===== src/rtl/mem_access_pkg.sv =====
// Shared constants and types for the memory-access stage.
// Opcodes, funct3 widths, FSM states and exception codes.
package mem_access_pkg;

  localparam logic [6:0] OPC_LOAD  = 7'b0000011;
  localparam logic [6:0] OPC_STORE = 7'b0100011;

  localparam logic [2:0] F3_B  = 3'd0;
  localparam logic [2:0] F3_H  = 3'd1;
  localparam logic [2:0] F3_W  = 3'd2;
  localparam logic [2:0] F3_BU = 3'd4;
  localparam logic [2:0] F3_HU = 3'd5;

  localparam logic [1:0] EXC_NONE  = 2'b00;
  localparam logic [1:0] EXC_MISAL = 2'b01;
  localparam logic [1:0] EXC_WIDTH = 2'b10;
  localparam logic [1:0] EXC_TMO   = 2'b11;

  typedef enum logic [1:0] {
    S_IDLE,
    S_REQ,
    S_WAIT,
    S_DONE
  } state_e;

  // Width legality first, then natural alignment of the access.
  function automatic logic [1:0] mem_check(
    input logic       is_store,
    input logic [2:0] f3,
    input logic [1:0] off
  );
    logic legal;
    logic misal;
    legal = 1'b0;
    misal = 1'b0;
    unique case (f3)
      F3_B:  legal = 1'b1;
      F3_H:  begin legal = 1'b1; misal = off[0]; end
      F3_W:  begin legal = 1'b1; misal = |off; end
      F3_BU: legal = !is_store;
      F3_HU: begin legal = !is_store; misal = off[0]; end
      default: legal = 1'b0;
    endcase
    if (!legal)
      return EXC_WIDTH;
    else if (misal)
      return EXC_MISAL;
    else
      return EXC_NONE;
  endfunction

endpackage


===== src/rtl/mem_lane_align.sv =====
// Byte-lane steering for stores and extraction for loads.
// Purely combinational; funct3 and offset select the lanes.
module mem_lane_align
  import mem_access_pkg::*;
(
  input  logic [2:0]  f3_i,
  input  logic [1:0]  off_i,
  input  logic [31:0] sdata_i,
  input  logic [31:0] rdata_i,
  output logic [3:0]  be_o,
  output logic [31:0] wdata_o,
  output logic [31:0] ldata_o
);

  logic [31:0] r;

  // Store side: enables shifted into place, data replicated on all lanes.
  always_comb begin
    be_o    = 4'b1111;
    wdata_o = sdata_i;
    unique case (f3_i[1:0])
      2'b00: begin
        be_o    = 4'b0001 << off_i;
        wdata_o = {4{sdata_i[7:0]}};
      end
      2'b01: begin
        be_o    = 4'b0011 << off_i;
        wdata_o = {2{sdata_i[15:0]}};
      end
      default: begin
        be_o    = 4'b1111;
        wdata_o = sdata_i;
      end
    endcase
  end

  // Load side: shift addressed byte down, then sign/zero extend.
  always_comb begin
    r       = rdata_i >> {off_i, 3'b000};
    ldata_o = r;
    unique case (f3_i)
      F3_B:    ldata_o = {{24{r[7]}}, r[7:0]};
      F3_H:    ldata_o = {{16{r[15]}}, r[15:0]};
      F3_BU:   ldata_o = {24'h0, r[7:0]};
      F3_HU:   ldata_o = {16'h0, r[15:0]};
      default: ldata_o = r;
    endcase
  end

endmodule


===== src/rtl/mem_access_unit.sv =====
// Memory stage: RV32I loads/stores over a req/gnt/rvalid bus.
// Registers the writeback triple and stalls the front end.
module mem_access_unit
  import mem_access_pkg::*;
#(
  parameter int TIMEOUT_CYCLES = 16
) (
  input  logic        clk,
  input  logic        rst,
  input  logic        valid_i,
  input  logic [31:0] inst_i,
  input  logic        WriteReg_i,
  input  logic [4:0]  WriteDataNum_i,
  input  logic [31:0] WriteData_i,
  input  logic [31:0] MemAddr_i,
  input  logic [31:0] StoreData_i,
  output logic        stall_o,
  output logic        valid_o,
  output logic        WriteReg_o,
  output logic [4:0]  WriteDataNum_o,
  output logic [31:0] WriteData_o,
  output logic [1:0]  exc_o,
  output logic        dmem_req_o,
  output logic        dmem_we_o,
  output logic [31:0] dmem_addr_o,
  output logic [3:0]  dmem_be_o,
  output logic [31:0] dmem_wdata_o,
  input  logic        dmem_gnt_i,
  input  logic        dmem_rvalid_i,
  input  logic [31:0] dmem_rdata_i
);

  localparam int CW = $clog2(TIMEOUT_CYCLES + 1);
  localparam logic [CW-1:0] TMO_LAST = CW'(TIMEOUT_CYCLES - 1);

  state_e      state_q, state_d;
  logic [CW-1:0] cnt_q, cnt_d;
  logic        we_q, we_d;
  logic [2:0]  f3_q, f3_d;
  logic [1:0]  off_q, off_d;
  logic [31:0] addr_q, addr_d;
  logic [3:0]  be_q, be_d;
  logic [31:0] wdata_q, wdata_d;
  logic        wcap_q, wcap_d;
  logic        valid_q, valid_d;
  logic        wreg_q, wreg_d;
  logic [4:0]  num_q, num_d;
  logic [31:0] data_q, data_d;
  logic [1:0]  exc_q, exc_d;
  logic        stall;

  logic [6:0]  opc;
  logic        is_mem;
  logic        is_st;
  logic [1:0]  chk;
  logic        in_idle;
  logic [3:0]  al_be;
  logic [31:0] al_wdata;
  logic [31:0] al_ldata;
  logic        unused_inst;

  assign opc     = inst_i[6:0];
  assign is_st   = (opc == OPC_STORE);
  assign is_mem  = (opc == OPC_LOAD) || is_st;
  assign chk     = mem_check(is_st, inst_i[14:12], MemAddr_i[1:0]);
  assign in_idle = (state_q == S_IDLE);
  assign unused_inst = ^{inst_i[31:15], inst_i[11:7]};

  // Store lanes are needed at accept, load extraction only later,
  // so one aligner serves both via the operand mux.
  mem_lane_align u_align (
    .f3_i    (in_idle ? inst_i[14:12] : f3_q),
    .off_i   (in_idle ? MemAddr_i[1:0] : off_q),
    .sdata_i (StoreData_i),
    .rdata_i (dmem_rdata_i),
    .be_o    (al_be),
    .wdata_o (al_wdata),
    .ldata_o (al_ldata)
  );

  // Next-state, operand capture and writeback result selection.
  always_comb begin
    state_d = state_q;
    cnt_d   = cnt_q;
    we_d    = we_q;
    f3_d    = f3_q;
    off_d   = off_q;
    addr_d  = addr_q;
    be_d    = be_q;
    wdata_d = wdata_q;
    wcap_d  = wcap_q;
    valid_d = 1'b0;
    wreg_d  = 1'b0;
    num_d   = num_q;
    data_d  = data_q;
    exc_d   = exc_q;
    stall   = 1'b0;
    unique case (state_q)
      S_IDLE: begin
        if (valid_i && !is_mem) begin
          valid_d = 1'b1;
          wreg_d  = WriteReg_i;
          num_d   = WriteDataNum_i;
          data_d  = WriteData_i;
          exc_d   = EXC_NONE;
        end else if (valid_i && chk != EXC_NONE) begin
          valid_d = 1'b1;
          num_d   = WriteDataNum_i;
          data_d  = '0;
          exc_d   = chk;
        end else if (valid_i) begin
          stall   = 1'b1;
          we_d    = is_st;
          f3_d    = inst_i[14:12];
          off_d   = MemAddr_i[1:0];
          addr_d  = {MemAddr_i[31:2], 2'b00};
          be_d    = al_be;
          wdata_d = al_wdata;
          wcap_d  = WriteReg_i;
          num_d   = WriteDataNum_i;
          cnt_d   = '0;
          state_d = S_REQ;
        end
      end
      S_REQ: begin
        stall = 1'b1;
        cnt_d = cnt_q + 1'b1;
        if (dmem_gnt_i) begin
          if (we_q) begin
            state_d = S_DONE;
            valid_d = 1'b1;
            data_d  = '0;
            exc_d   = EXC_NONE;
          end else if (dmem_rvalid_i) begin
            state_d = S_DONE;
            valid_d = 1'b1;
            wreg_d  = wcap_q;
            data_d  = al_ldata;
            exc_d   = EXC_NONE;
          end else begin
            state_d = S_WAIT;
          end
        end else if (cnt_q >= TMO_LAST) begin
          state_d = S_DONE;
          valid_d = 1'b1;
          data_d  = '0;
          exc_d   = EXC_TMO;
        end
      end
      S_WAIT: begin
        stall = 1'b1;
        cnt_d = cnt_q + 1'b1;
        if (dmem_rvalid_i) begin
          state_d = S_DONE;
          valid_d = 1'b1;
          wreg_d  = wcap_q;
          data_d  = al_ldata;
          exc_d   = EXC_NONE;
        end else if (cnt_q >= TMO_LAST) begin
          state_d = S_DONE;
          valid_d = 1'b1;
          data_d  = '0;
          exc_d   = EXC_TMO;
        end
      end
      S_DONE: begin
        state_d = S_IDLE;
      end
      default: state_d = S_IDLE;
    endcase
  end

  // State and datapath registers with synchronous reset.
  always_ff @(posedge clk) begin
    if (rst) begin
      state_q <= S_IDLE;
      cnt_q   <= '0;
      we_q    <= 1'b0;
      f3_q    <= '0;
      off_q   <= '0;
      addr_q  <= '0;
      be_q    <= '0;
      wdata_q <= '0;
      wcap_q  <= 1'b0;
      valid_q <= 1'b0;
      wreg_q  <= 1'b0;
      num_q   <= '0;
      data_q  <= '0;
      exc_q   <= '0;
    end else begin
      state_q <= state_d;
      cnt_q   <= cnt_d;
      we_q    <= we_d;
      f3_q    <= f3_d;
      off_q   <= off_d;
      addr_q  <= addr_d;
      be_q    <= be_d;
      wdata_q <= wdata_d;
      wcap_q  <= wcap_d;
      valid_q <= valid_d;
      wreg_q  <= wreg_d;
      num_q   <= num_d;
      data_q  <= data_d;
      exc_q   <= exc_d;
    end
  end

  assign stall_o        = stall;
  assign valid_o        = valid_q;
  assign WriteReg_o     = wreg_q;
  assign WriteDataNum_o = num_q;
  assign WriteData_o    = data_q;
  assign exc_o          = exc_q;
  assign dmem_req_o     = (state_q == S_REQ);
  assign dmem_we_o      = we_q;
  assign dmem_addr_o    = addr_q;
  assign dmem_be_o      = be_q;
  assign dmem_wdata_o   = wdata_q;

endmodule

===== config.mk =====
export PLATFORM = sky130hd
export DESIGN_NAME = mem_access_unit
export DESIGN_NICKNAME = d
export VERILOG_FILES = /design/src/rtl/mem_access_pkg.sv /design/src/rtl/mem_lane_align.sv /design/src/rtl/mem_access_unit.sv
export SDC_FILE = /design/constraint.sdc
export NUM_CORES = 1
export LEC_CHECK = 0
export ABC_AREA = 1
export BUFFER_PORTS_ARGS = -buffer_cell sky130_fd_sc_hd__buf_2
export CAP_MARGIN = 20
export CORE_MARGIN = 8
export CORE_UTILIZATION = 43
export DETAILED_ROUTE_END_ITERATION = 7
export GPL_ROUTABILITY_DRIVEN = 0
export GPL_TIMING_DRIVEN = 0
export PLACE_DENSITY_LB_ADDON = 0.3
export SLEW_MARGIN = 20
export SYNTH_ARGS = -nofsm -noshare
export SYNTH_HDL_FRONTEND = slang
export SYNTH_SLANG_ARGS = --single-unit

===== constraint.sdc =====
create_clock -name clk -period 1.9 [get_ports clk]
set_input_delay 0.38 -clock clk [delete_from_list [all_inputs] [get_ports clk]]
set_output_delay 0.38 -clock clk [all_outputs]
set_load 0.03 [all_outputs]

==> flow_summary.yaml <==
setup_path:
  cp_max_fo: 4
  crit_slowest_cell: "dfxtp_4"
  end_kind: "output port"
  worstSetupStartpointType: "flop"
  worstSetupPathType: "reg -> out"
  cp_common_cell: "buf_8"
  max_stage_delay_ns: 0.36
  crit_arrival_ns: 1.62
  cp_cell_sequence: "inv_4, ha_4, buf_8, nand2_8, inv_6, nand2_4, buf_8, a21oi_4, buf_6"
  crit_required_ns: 1.52
yosys:
  synth_area_um2: 6470
  ys_ff_latch: 121
  avgSynthCellArea_um2: 6.47
  syn_inst: 1000
  synth_edf_count: 0
  synthArstFlopShare: 0
  ys_seq_area_frac: 0.374
  ys.flop_type: "dfxtp_1"
  ys_warn_count: 0
  synth_cell_types: 33
floorplan:
  dieArea_um2: 19200
  ios: 283
  die_w_um: 139
  fp-row-count: 45
  die_h_um: 139
  coreArea_um2: 15000
  start_util: 0.432
pwr:
  ir_worst_vdd_v: 0.000679
  internal-power_w: 0.00576
  pwr-share-seq: 0.309
  power.leakage_nw: 4.47
  p_sw_frac: 0.350
  power_switching_w: 0.00311
  power_frac_comb: 0.318
  clkPwrFrac: 0.374
  powerDensity_nw_per_um2: 934
grt:
  antenna_found_initial: 3
  grt_use_total: 0.258
  grt_first_pass_wirelength_um: 40300
  grt_max_degree: 17
  first_global_vias: 7679
  overflow: 0
run_status:
  failed_checks: "setup timing"
  status: "finished with violations"
layout:
  fin_nets: 1499
  drive_gt1_frac: 0.358
  area_growth_pct: 46.8
sta:
  finClkSkew_ns: 0.00651
  maxSlewHeadroom: 0.604
  post-route-period-util: 1.05
  max_freq_ghz: 0.499
  setup_violations: 20
  rsz0062_at_grt: "true"
  tns_ns: -0.635
  post-route-min-period_ns: 2.00
  fin_ws_ns: -0.104
  drv_slew: 0
  worstMarginPinSlew_ns: 0.594
  hold_violations: 0
job:
  drv_cap: 0
cts:
  numCtsBuffers: 17
  clkTransAtPathRegs_ns: 0.06
  cts_sinks: 121
  root_buffer: "clkbuf_16"
  clk_path_buf_depth: 2
  tritoncts: "done"
  htreeDepth: 4
  cts-hold-fix-buffers: 0
  clock_latency_ns: 0.42
place:
  pre_cts_ws_ns: -0.459
  dpl.hpwl_um: 19300
  port_buffers: 257
routing:
  vias_per_cell: 5.17
  routed_wl_um: 25800
  post-route-drc-count: 0
  wl_per_cell_um: 16.9
  firstDrtPassIters: 5
  drtAntennaViolNets: 0
  vias: 7861
  drt_iter0_drc: 544
hold_path:
  hp-class: "in -> reg"
critical path, delay by kind of cell (launching register included):
kind                     cells  cell delay (ns)
AO/OA/AOI/OAI                1             0.11
adder cells (fa/ha/maj)      1             0.14
buffers and inverters        5             0.50
flip-flops                   1             0.36
AND/OR/NAND/NOR              2             0.10
repair_timing:
| item | CTS | global route |
|---|---|---|
| pin swaps | 23 | 34 |
| gates cloned | 2 | 1 |
| buffers inserted | 28 | 13 |
| endpoints found under the setup margin | 84 | 112 |
| hold endpoints to repair | 0 | 0 |
| resized for setup | 97 | 117 |
registers in the layout (all words and copies together) (netlist names):
| register | count |
|---|---|
| WriteData_o | 32 |
| dmem_be_o | 4 |
| wcap_q | 1 |
| cnt_q | 5 |
| off_q | 2 |
| state_q | 2 |
| exc_o | 2 |
| WriteReg_o | 1 |
| dmem_we_o | 1 |
| valid_o | 1 |
| f3_q | 3 |
| dmem_addr_o | 30 |
| dmem_wdata_o | 32 |
| WriteDataNum_o | 5 |
routing by layer:
| metal | wire length (um) | vias to the layer above | global-route usage |
|---|---|---|---|
| li1 | - | 3900 | - |
| met1 | 10400 | 3508 | 0.306 |
| met2 | 12100 | 399 | 0.428 |
| met3 | 2540 | 52 | 0.0816 |
| met4 | 647 | 2 | 0.0988 |
| met5 | 11 | - | 0 |
synth_stat cells (4+ instances only):
cell	n	area (um^2)
a21oi_1	130	651
a21oi_2	5	43.8
buf_2	24	120
buf_4	4	30.0
clkbuf_1	30	113
dfxtp_1	121	2420
ha_1	8	100
inv_1	110	413
inv_2	5	18.8
nand2_1	253	950
nand2_2	5	31.3
nand3_1	65	325
nor2_1	59	221
nor3_1	4	20.0
o211ai_1	19	143
o21ai_0	127	636
o21ai_1	10	50.1
logic make-up after synthesis:
logic type                 synth area share
DFF                                   0.374
adders and majority gates            0.0155
AOI/OAI and AO/OA                     0.239
other                              0.000580
and+or+nand+nor                       0.259
buffers and inverters                 0.112
path summary, 6_finish.rpt:
check	from	end	slack (ns)	depth (start not counted)
worst max-delay path	state_q[0]$_SDFFE_PP0P_	stall_o	-0.10	9
worst min-delay path	WriteDataNum_i[0]	WriteDataNum_o[0]$_SDFFE_PP0P_	0.21	3
worst max register to register	state_q[0]$_SDFFE_PP0P_	WriteData_o[31]$_SDFFE_PP0P_	-0.07	15
worst min register to register	dmem_wdata_o[15]$_SDFFE_PP0P_	dmem_wdata_o[15]$_SDFFE_PP0P_	0.44	2
area by class of cell:
class	count	area [um^2]
Sequential cell	121	2430
Timing Repair Buffer	301	1650
Tap cell	188	235
Buffer	61	414
Clock inverter	14	174
Fill cell	1421	5480
Clock buffer	17	425
Inverter	115	473
Antenna cell	1	2.50
Multi-Input combinational cell	703	3690
power groups by stage:
stage / Combinational (W) / Clock (W) / Sequential (W)
6_report: 0.00282 / 0.00331 / 0.00274
5_1_grt: 0.00306 / 0.00345 / 0.00275
4_1_cts: 0.00254 / 0.00335 / 0.00273
3_5_place_dp: 0.00216 / 0 / 0.00279
3_3_place_gp: 0.00214 / 0 / 0.00279
2_1_floorplan: 0.00124 / 0 / 0.00300
cells in the final DEF, fill, tap and decap left out, types with 22 or more instances in the layout:
cell type	n
a21oi_1	112
a21oi_2	22
buf_2	267
buf_4	41
dfxtp_1	118
inv_1	100
nand2_1	230
nand3_1	58
nor2_1	54
o21ai_0	88
o21ai_1	40
stage by stage:
step / instance area, um^2 / hold WS, ns / cells / utilization / power, W
6_report: 9500 / 0.214 / 1521 / 0.634 / 0.00887
3_5_place_dp: 8040 / 0.433 / 1446 / 0.537 / 0.00495
5_1_grt: 9500 / 0.217 / 1521 / 0.634 / 0.00926
2_1_floorplan: 6520 / 0.424 / 1001 / - / 0.00424
3_3_place_gp: 8040 / 0.428 / 1446 / 0.537 / 0.00492
4_1_cts: 9160 / 0.200 / 1506 / 0.612 / 0.00862
No activity file was read; power rests on OpenSTA's default activity.
